### src/rtl/facto_host_pkg.sv
// ---------------------------------------------------------------------------
// facto_host_pkg
// Purpose : shared definitions for the factorial-core host sequencer.
//           Holds the FSM state encoding, the register offsets of the
//           factorial core (relative to the FACTO_BASE module parameter),
//           and the packed bus-output bundle registered by the FSM.
// Ports   : none (package).
// ---------------------------------------------------------------------------
package facto_host_pkg;

    typedef enum logic [3:0] {
        IDLE     = 4'd0,
        REQ      = 4'd1,
        W_INTEN  = 4'd2,
        W_OPND   = 4'd3,
        W_START  = 4'd4,
        WAIT_INT = 4'd5,
        R_HI     = 4'd6,
        R_LO     = 4'd7,
        CAP_LO   = 4'd8,
        W_CLR1   = 4'd9,
        W_CLR0   = 4'd10,
        RELEASE  = 4'd11
    } state_t;

    // Register offsets inside the factorial core block.
    localparam logic [15:0] OFF_OPSTART  = 16'h0000;
    localparam logic [15:0] OFF_OPCLEAR  = 16'h0008;
    localparam logic [15:0] OFF_OPDONE   = 16'h0010;
    localparam logic [15:0] OFF_INTR_EN  = 16'h0018;
    localparam logic [15:0] OFF_OPERAND  = 16'h0020;
    localparam logic [15:0] OFF_RESULT_H = 16'h0028;
    localparam logic [15:0] OFF_RESULT_L = 16'h0030;

    // Everything the master drives onto the bus, registered as one bundle.
    typedef struct packed {
        logic        req;
        logic        wr;
        logic [15:0] addr;
        logic [63:0] dout;
    } bus_t;

endpackage

### src/rtl/facto_host.sv
// ---------------------------------------------------------------------------
// facto_host
// Purpose : bus master that drives a memory-mapped factorial core. On an
//           accepted start it takes the bus, enables the core interrupt,
//           writes the operand, kicks the core, waits for its interrupt
//           (bounded by TIMEOUT), reads the 128-bit result, clears the core
//           and releases the bus with a one-cycle done pulse.
//
// Ports   : clk, reset        clock, synchronous active-high reset
//           start, operand    request (ignored while busy) and its value
//           m_req/m_grant     bus request / grant
//           m_wr, m_addr,     write strobe, address and write data
//           m_dout
//           m_din             read data, returned one cycle after the read
//           interrupt         level interrupt from the core
//           busy, done,       status; error flags a timeout abort
//           error
//           result            {result_h, result_l}, held between runs
//           dbg_state         current FSM state for observation
//
// Bus handshake: a transaction completes on every rising edge where
// m_req=1 and m_grant=1. While m_grant=0 the FSM holds its state and every
// output unchanged, so the same transaction is simply re-presented. Read
// data for an accepted read appears on m_din in the following cycle.
// All outputs are registered; when m_req=0, m_wr/m_addr/m_dout are 0.
// ---------------------------------------------------------------------------
module facto_host
    import facto_host_pkg::*;
#(
    parameter logic [15:0] FACTO_BASE = 16'h7000,
    parameter logic [15:0] TIMEOUT    = 16'd4095
) (
    input  logic          clk,
    input  logic          reset,
    input  logic          start,
    input  logic [63:0]   operand,
    input  logic          m_grant,
    input  logic [63:0]   m_din,
    input  logic          interrupt,
    output logic          m_req,
    output logic          m_wr,
    output logic [15:0]   m_addr,
    output logic [63:0]   m_dout,
    output logic          busy,
    output logic          done,
    output logic          error,
    output logic [127:0]  result,
    output state_t        dbg_state
);

    state_t      state;
    state_t      state_nxt;
    bus_t        bus_q;
    logic [63:0] operand_q;
    logic [15:0] wait_cnt;
    logic        timeout_hit;

    assign m_req     = bus_q.req;
    assign m_wr      = bus_q.wr;
    assign m_addr    = bus_q.addr;
    assign m_dout    = bus_q.dout;
    assign dbg_state = state;

    // Widened compare so TIMEOUT=0 cannot wrap.
    assign timeout_hit = ({1'b0, wait_cnt} + 17'd1) >= {1'b0, TIMEOUT};

    // Bus outputs that belong to a given state. Registering the value for
    // the next state keeps every output aligned with the state register.
    function automatic bus_t bus_for_state(input state_t s, input logic [63:0] opnd);
        bus_t b;
        b     = '0;
        b.req = 1'b1;
        case (s)
            W_INTEN: begin
                b.wr   = 1'b1;
                b.addr = FACTO_BASE + OFF_INTR_EN;
                b.dout = 64'd1;
            end
            W_OPND: begin
                b.wr   = 1'b1;
                b.addr = FACTO_BASE + OFF_OPERAND;
                b.dout = opnd;
            end
            W_START: begin
                b.wr   = 1'b1;
                b.addr = FACTO_BASE + OFF_OPSTART;
                b.dout = 64'd1;
            end
            W_CLR1: begin
                b.wr   = 1'b1;
                b.addr = FACTO_BASE + OFF_OPCLEAR;
                b.dout = 64'd1;
            end
            W_CLR0: begin
                b.wr   = 1'b1;
                b.addr = FACTO_BASE + OFF_OPCLEAR;
                b.dout = 64'd0;
            end
            R_HI:             b.addr = FACTO_BASE + OFF_RESULT_H;
            R_LO:             b.addr = FACTO_BASE + OFF_RESULT_L;
            WAIT_INT, CAP_LO: b.addr = FACTO_BASE + OFF_OPDONE;
            REQ:              b.addr = 16'h0000;
            default:          b      = '0;   // IDLE, RELEASE: bus released
        endcase
        return b;
    endfunction

    // Next-state decode. Bus states advance only on a granted cycle.
    always_comb begin
        state_nxt = state;
        case (state)
            IDLE:     if (start)   state_nxt = REQ;
            REQ:      if (m_grant) state_nxt = W_INTEN;
            W_INTEN:  if (m_grant) state_nxt = W_OPND;
            W_OPND:   if (m_grant) state_nxt = W_START;
            W_START:  if (m_grant) state_nxt = WAIT_INT;
            WAIT_INT: begin
                // Interrupt wins over a timeout landing in the same cycle.
                if (interrupt)        state_nxt = R_HI;
                else if (timeout_hit) state_nxt = W_CLR1;
            end
            R_HI:     if (m_grant) state_nxt = R_LO;
            R_LO:     if (m_grant) state_nxt = CAP_LO;
            CAP_LO:                state_nxt = W_CLR1;
            W_CLR1:   if (m_grant) state_nxt = W_CLR0;
            W_CLR0:   if (m_grant) state_nxt = RELEASE;
            RELEASE:               state_nxt = IDLE;
            default:               state_nxt = IDLE;
        endcase
    end

    always_ff @(posedge clk) begin
        if (reset) begin
            state     <= IDLE;
            bus_q     <= '0;
            busy      <= 1'b0;
            done      <= 1'b0;
            error     <= 1'b0;
            result    <= '0;
            wait_cnt  <= '0;
            operand_q <= '0;
        end else begin
            state <= state_nxt;
            bus_q <= bus_for_state(state_nxt, operand_q);
            busy  <= (state_nxt != IDLE) && (state_nxt != RELEASE);
            done  <= (state_nxt == RELEASE);

            case (state)
                IDLE: begin
                    if (start) begin
                        operand_q <= operand;
                        error     <= 1'b0;
                    end
                end
                W_START: wait_cnt <= '0;
                WAIT_INT: begin
                    wait_cnt <= wait_cnt + 16'd1;
                    if (!interrupt && timeout_hit) error <= 1'b1;
                end
                // m_din here answers the R_HI read; it is taken on the
                // granted cycle that also completes the result_l read.
                R_LO:   if (m_grant) result[127:64] <= m_din;
                CAP_LO: result[63:0] <= m_din;
                default: ;
            endcase
        end
    end

endmodule

### config.mk
export PLATFORM = sky130hd
export DESIGN_NAME = facto_host
export DESIGN_NICKNAME = d
export VERILOG_FILES = /design/src/rtl/facto_host_pkg.sv /design/src/rtl/facto_host.sv
export SDC_FILE = /design/constraint.sdc
export NUM_CORES = 1
export LEC_CHECK = 0
export BUFFER_PORTS_ARGS = -buffer_cell sky130_fd_sc_hd__buf_2
export CORE_MARGIN = 3
export CORE_UTILIZATION = 46
export CTS_CLUSTER_DIAMETER = 150
export CTS_CLUSTER_SIZE = 25
export DETAILED_ROUTE_END_ITERATION = 7
export PLACE_DENSITY = 0.74
export REMOVE_ABC_BUFFERS = 1
export SYNTH_ARGS = -nofsm -noshare
export SYNTH_HDL_FRONTEND = slang
export SYNTH_SLANG_ARGS = --single-unit
### constraint.sdc
create_clock -name clk -period 2.7 [get_ports clk]
set_clock_uncertainty 0.05 [all_clocks]
set_input_delay 0.135 -clock clk [delete_from_list [all_inputs] [get_ports clk]]
set_output_delay 0.135 -clock clk [all_outputs]
set_load 0.005 [all_outputs]
==> flow_summary.ini, run 1 <==
[status]
status = finished clean

[critical_path]
path_delay_family = buffers and inverters
worstSetupPathType = flop to flop
endpoint_kind = flop
cp_common_cell = buf_4
critical_path.max_fanout = 39
critPathLaunchType = flop
critPathRequiredTime_ps = 3100
r2r_setup_slack_ps = 190
cp_num_buf_inv = 3
reg2reg_from = dbg_state[0]
arrival_ps = 2920
slowest_delay_ps = 550
crit_chain = buf_4 > nor2_1 > and3_2 > buf_4 > nand2_1 > a21oi_1 > dlygate4sd3_1
startpoint = dbg_state[0]
slowest_stage = dlygate4sd3_1

[detailed_routing]
wl_um = 31310
via_per_inst = 5.174
wl_per_cell_um = 16.27
dr.pass1.iters = 5
antenna_left = 0
drc = 0
drt-initial-drc-count = 652
via_count = 9955

[floorplanning]
core_area_um2 = 21420
die_area_um2 = 24000
die_w_um = 154.9
start_util_pct = 47.64
pin_count = 350
fp.dieH_um = 154.9
num_rows = 53

[timing]
relSlewSlack_pct = 46.69
rsz0062_at_grt = false
fin_hold_ws_ps = 221.1
min_period_ps = 2513
fmax_mhz = 397.9
fin_tns_setup_ps = 0
setup_ws_ps = 186.7
tightest_slew_ps = 799.7
fin_crit_sh_pct = 93.08
finalMaxSlewViolations = 0
hold_viol = 0
setup_viol = 0

[placed_design]
placed_area_um2 = 12040
pre_cts_slack_ps = 164.7
dpl.hpwl_um = 19190
dpl.cell_count = 1768
routabilityCongestion = 0.9132
port_buffers = 339

[final_layout]
final_nets = 1782
fillers = 1674
final_area_um2 = 13820
finalNonFillerCells = 1924
post_route_cells_drive_above_1_share_pct = 24.71
areaGrowthSynthToFinish_pct = 35.41

[cts]
insertion_delay_ps = 500
clk_pin_slew_ps = 100
cts.sink_count = 285
cts.path.max_buffers = 3
cts_buffers = 15
cts_root_buffer = clkbuf_16
cts_tree = done
htreeDepth = 1

[yosys]
synth-xor-area-share_pct = 0.4414
synth.avg_cell_area_um2 = 8.350
ys_seq_elements = 285
synth_cell_type_count = 59
async_reset_ff_share_pct = 0
synth_ff_type = dfxtp_1
synth_top_family_by_area = simple AND/OR/NAND/NOR gates
ys.warnings.count = 0
synth-edff-count = 0
synthAdderAreaFrac_pct = 0.2452
muxShareOfSynthArea_pct = 0.1962
syn_inst = 1222
synth-compound-area-share_pct = 13.75
synthSimpleGateAreaFrac_pct = 24.81
syn_area_um2 = 10200
yosysSeqAreaShare_pct = 55.92

[global_routing]
grt_max_degree = 133
grt_pass1_vias = 9771
met3_usage_pct = 6.954
grt_overflow_total = 0
gr-usage-met1_pct = 29.49
grt_use_met2_pct = 42.68
grt_pass1_wl_um = 49640
antenna_found_initial = 1
grt_use_total_pct = 24.73
grt_busiest_layer = met2

[power]
ir_worst_vdd_mv = 0.5105
p_per_area_nw_per_um2 = 550.3
p_leak_nw = 5.973

[flow_run]
max-cap-violations = 0

[min_path]
worstHoldStart = m_grant
hold_path_class = input pin to flop
[synth_stat cells (3+ instances only)]
cell type / count / area, µm²
nor3_1: 8 / 40.04
buf_2: 6 / 30.03
dfxtp_1: 285 / 5705
nand3_1: 12 / 60.06
and3_1: 5 / 31.28
clkbuf_1: 65 / 244.0
nor2_1: 29 / 108.9
and2_1: 64 / 400.4
nor4_2: 3 / 37.54
buf_4: 20 / 150.1
nor4_1: 3 / 18.77
o21ai_0: 12 / 60.06
a21oi_1: 216 / 1081
a22oi_1: 3 / 22.52
nand4_1: 5 / 31.28
nand2_1: 414 / 1554
a21o_1: 4 / 30.03
o21a_1: 3 / 22.52
inv_1: 8 / 30.03
or3_1: 7 / 43.79
a211oi_1: 3 / 22.52
[logic make-up after synthesis]
group / after synthesis
flip-flops: 285
buffers and inverters: 103
AO/OA/AOI/OAI: 255
XOR/XNOR: 3
other: 1
AND/OR/NAND/NOR: 571
multiplexers: 2
adder cells (fa/ha/maj): 2
[routing by layer]
layer | part of all wire (%) | vias up | wire length (µm)
met5 | 0 | - | 0
met4 | 3.5 | 0 | 1087
met3 | 9.7 | 75 | 3032
met2 | 48 | 472 | 15130
met1 | 39 | 4629 | 12060
li1 | - | 4779 | -
[cell type report]
type,instances,area [µm²],share of cell area (%)
antenna,2,5.005,0.03622
inverter,10,37.54,0.2717
sequential,285,5707,41.30
clock buffer,15,375.4,2.717
multi-input combinational,843,4083,29.55
timing repair buffer,492,3241,23.45
tap,275,344.1,2.490
clock inverter,2,25.02,0.1811
[power breakdown]
part	switching, mW	internal, mW	leakage [nW]	total [mW]
clock	1.33	1.03	0.197	2.36
combinational	0.469	0.384	3.47	0.853
sequential	0.0670	4.33	2.31	4.40
[placed cells by master, fill, tap and decap left out, types with 2 or more instances in the layout]
master	n
a211oi_1	3
dfxtp_1	284
inv_2	2
conb_1	10
nor4_2	4
a22oi_1	3
and3_1	3
nand3_1	10
o21a_1	3
nand2_1	414
or2_2	2
a21o_1	4
clkbuf_16	15
or3_1	7
nand3b_1	2
nor2_1	29
buf_12	4
and2_1	64
a311oi_1	2
and3_2	2
inv_1	8
o21ai_0	11
nand4_1	5
a21oi_1	216
nand2b_1	2
buf_6	2
nand3_2	3
a31oi_4	2
mux2i_1	2
buf_4	14
nor3_1	8
nor4_1	2
dlygate4sd3_1	134
xor2_1	2
buf_2	338
diode_2	2
[flip-flops by register name (all words and copies together) (netlist names)]
name and flops:
result 128, m_dout 64, operand_q 64, wait_cnt 16, dbg_state 4, m_addr 4
busy 1, done 1, error 1, m_req 1, m_wr 1
[final timing paths]
| path | end | cells past startpoint |
|---|---|---|
| hold reg to reg | operand_q[35] | 2 |
| hold / removal | dbg_state[1] | 6 |
| setup reg to reg | result[60] | 7 |
| setup / recovery | result[60] | 7 |
[stage by stage]
| step | util [%] | power (mW) |
|---|---|---|
| floorplan | - | 4.808 |
| detailed placement | 56.21 | 5.170 |
| CTS | 64.34 | 7.657 |
| global placement | 56.21 | 5.157 |
| finish | 64.51 | 7.603 |
| global route | 64.50 | 7.909 |
[tightest hold or removal path: stages]
cell      delay (ps)
buf_2            140
nor2_1           100
o21ai_0          100
o41ai_2           80
nand2b_2         100
inv_2             80
[repair_timing]
| item | 4_1_cts | 5_1_grt |
|---|---|---|
| endpoints found under the hold margin | 197 | 0 |
| setup buffers | 0 | 3 |
| gates resized for setup | 0 | 4 |
| hold buffers | 134 | 0 |
| setup endpoints to repair | 0 | 2 |
Note: power is estimated with default switching activity, not from simulation.
==> run 2, diff against run 1 <==
Settings changed: ABC_CLOCK_PERIOD_IN_PS set to 2700, CTS_BUF_LIST set to sky130_fd_sc_hd__clkbuf_2.
==> run 2 against run 1 <==
Effect of this change: register-to-register slack got worse by 60 ps; highest routed layer unchanged; critical path depth unchanged; worst setup slack got worse by 60 ps; die area stayed put; core utilization increased by 7.7 points; largest power group unchanged; critical endpoint unchanged; final area up 12%; sequential share of layout area decreased by 4.4 points.
==> flow_summary.ini, run 2 (same netlist as run 1, synthesis figures left out) <==
[status]
status = finished clean

[placed_design]
dpl.hpwl_um = 19190
dpl.cell_count = 1768
port_buffers = 339
pre_cts_slack_ps = 164.7
placed_area_um2 = 12040
routabilityCongestion = 0.9132

[floorplanning]
start_util_pct = 47.64
num_rows = 53
pin_count = 350
die_area_um2 = 24000
core_area_um2 = 21420
die_w_um = 154.9
fp.dieH_um = 154.9

[final_layout]
finalNonFillerCells = 2119
top_register = result
post_route_cells_drive_above_1_share_pct = 22.10
areaGrowthSynthToFinish_pct = 51.53
largest_register_ffs = 128
final_area_um2 = 15460
final_common_cell = nand2_1
final_nets = 1977
final_cell_mix = nand2_1, buf_2, dlygate4sd3_1, dfxtp_1, a21oi_1

[cts]
insertion_delay_ps = 910
cts.sink_count = 285
cts_buffers = 15
htreeDepth = 1
cts_root_buffer = clkbuf_2
cts_tree = done
clk_pin_slew_ps = 470
cts.path.max_buffers = 3

[critical_path]
critical_path.max_fanout = 39
reg2reg_from = dbg_state[0]
r2r_setup_slack_ps = 130
critPathRequiredTime_ps = 3560
crit_chain = buf_4 > nor2_1 > and3_2 > buf_4 > nand2_1 > a21oi_1 > dlygate4sd3_1
worstSetupPathType = flop to flop
arrival_ps = 3430
slowest_delay_ps = 590
endpoint_kind = flop
r2r_end = result[60]
rr_worst_depth = 7
critPathLaunchType = flop
cp_common_cell = buf_4
slowest_stage = dlygate4sd3_1
startpoint = dbg_state[0]

[timing]
fin_hold_ws_ps = 97.73
tightest_slew_ps = 784.3
fmax_mhz = 388.6
relSlewSlack_pct = 47.72
fin_tns_setup_ps = 0
finalMaxSlewViolations = 0
setup_viol = 0
fin_crit_sh_pct = 95.31
hold_viol = 0
setup_ws_ps = 126.7
rsz0062_at_grt = false
min_period_ps = 2573

[flow_run]
max-cap-violations = 0

[global_routing]
grt_overflow_total = 0
grt_max_degree = 133
grt_pass1_vias = 11540
grt_use_total_pct = 31.06
antenna_found_initial = 2
grt_pass1_wl_um = 61430

[min_path]
worstHoldStart = m_din[38]
min_path_cells = 4
min_to = result[38]
hold_path_class = input pin to flop

[detailed_routing]
drt-initial-drc-count = 912
dr.pass1.iters = 7
via_count = 11320
drc = 0
via_per_inst = 5.341
antenna_left = 0
wl_per_cell_um = 18.33
wl_um = 38840

[power]
ir_worst_vdd_mv = 0.4630
p_leak_nw = 6.540
p_per_area_nw_per_um2 = 458.2
run 2: worst max path at each step:
stage / endpoint / slack [ps] / cells after the start
floorplan: operand_q[0] / -2830 / 3
global placement: m_addr[13] / 290 / 9
detailed placement: m_addr[13] / 160 / 8
CTS: m_addr[13] / 160 / 8
global route: m_addr[13] / 30 / 8
finish: result[60] / 130 / 7
run 2: routing by layer:
layer  global-route usage (%)  wire (µm)  vias to the layer above
met5                        0          0                        -
met4                    12.11       1756                        0
met3                    7.816       3882                      138
met2                    53.28      18560                      705
met1                    37.49      14640                     5308
li1                         -          -                     5166
run 2: critical path, delay by kind of cell (launching register included):
kind / cells / cell delay (ps)
AO/OA/AOI/OAI: 1 / 120
buffers and inverters: 3 / 1270
flip-flops: 1 / 500
AND/OR/NAND/NOR: 3 / 630
run 2: timing repair:
item / CTS / global route
endpoints found under the setup margin: 0 / 3
endpoints found under the hold margin: 222 / 1
setup buffers: 0 / 3
gates resized for setup: 0 / 3
hold buffers: 328 / 1
run 2: power by group:
| part | internal, mW | leakage [nW] | switching [mW] |
|---|---|---|---|
| combinational | 0.622 | 4.16 | 0.572 |
| sequential | 4.37 | 2.31 | 0.0850 |
| clock | 0.165 | 0.0739 | 1.27 |
run 2: area by class of cell:
type | instances | area, µm²
antenna | 2 | 5.005
clock buffer | 15 | 75.07
clock inverter | 2 | 20.02
fill | 1361 | 5958
inverter | 10 | 37.54
multi-input combinational | 843 | 4080
sequential | 285 | 5710
tap | 275 | 344.1
timing repair buffer | 687 | 5189
run 2: metrics by stage:
stage	total power [mW]	util, %
after floorplan	4.808	-
after global placement	5.157	56.21
after detailed placement	5.170	56.21
after CTS	7.009	71.98
after global routing	7.356	72.18
final	7.084	72.18
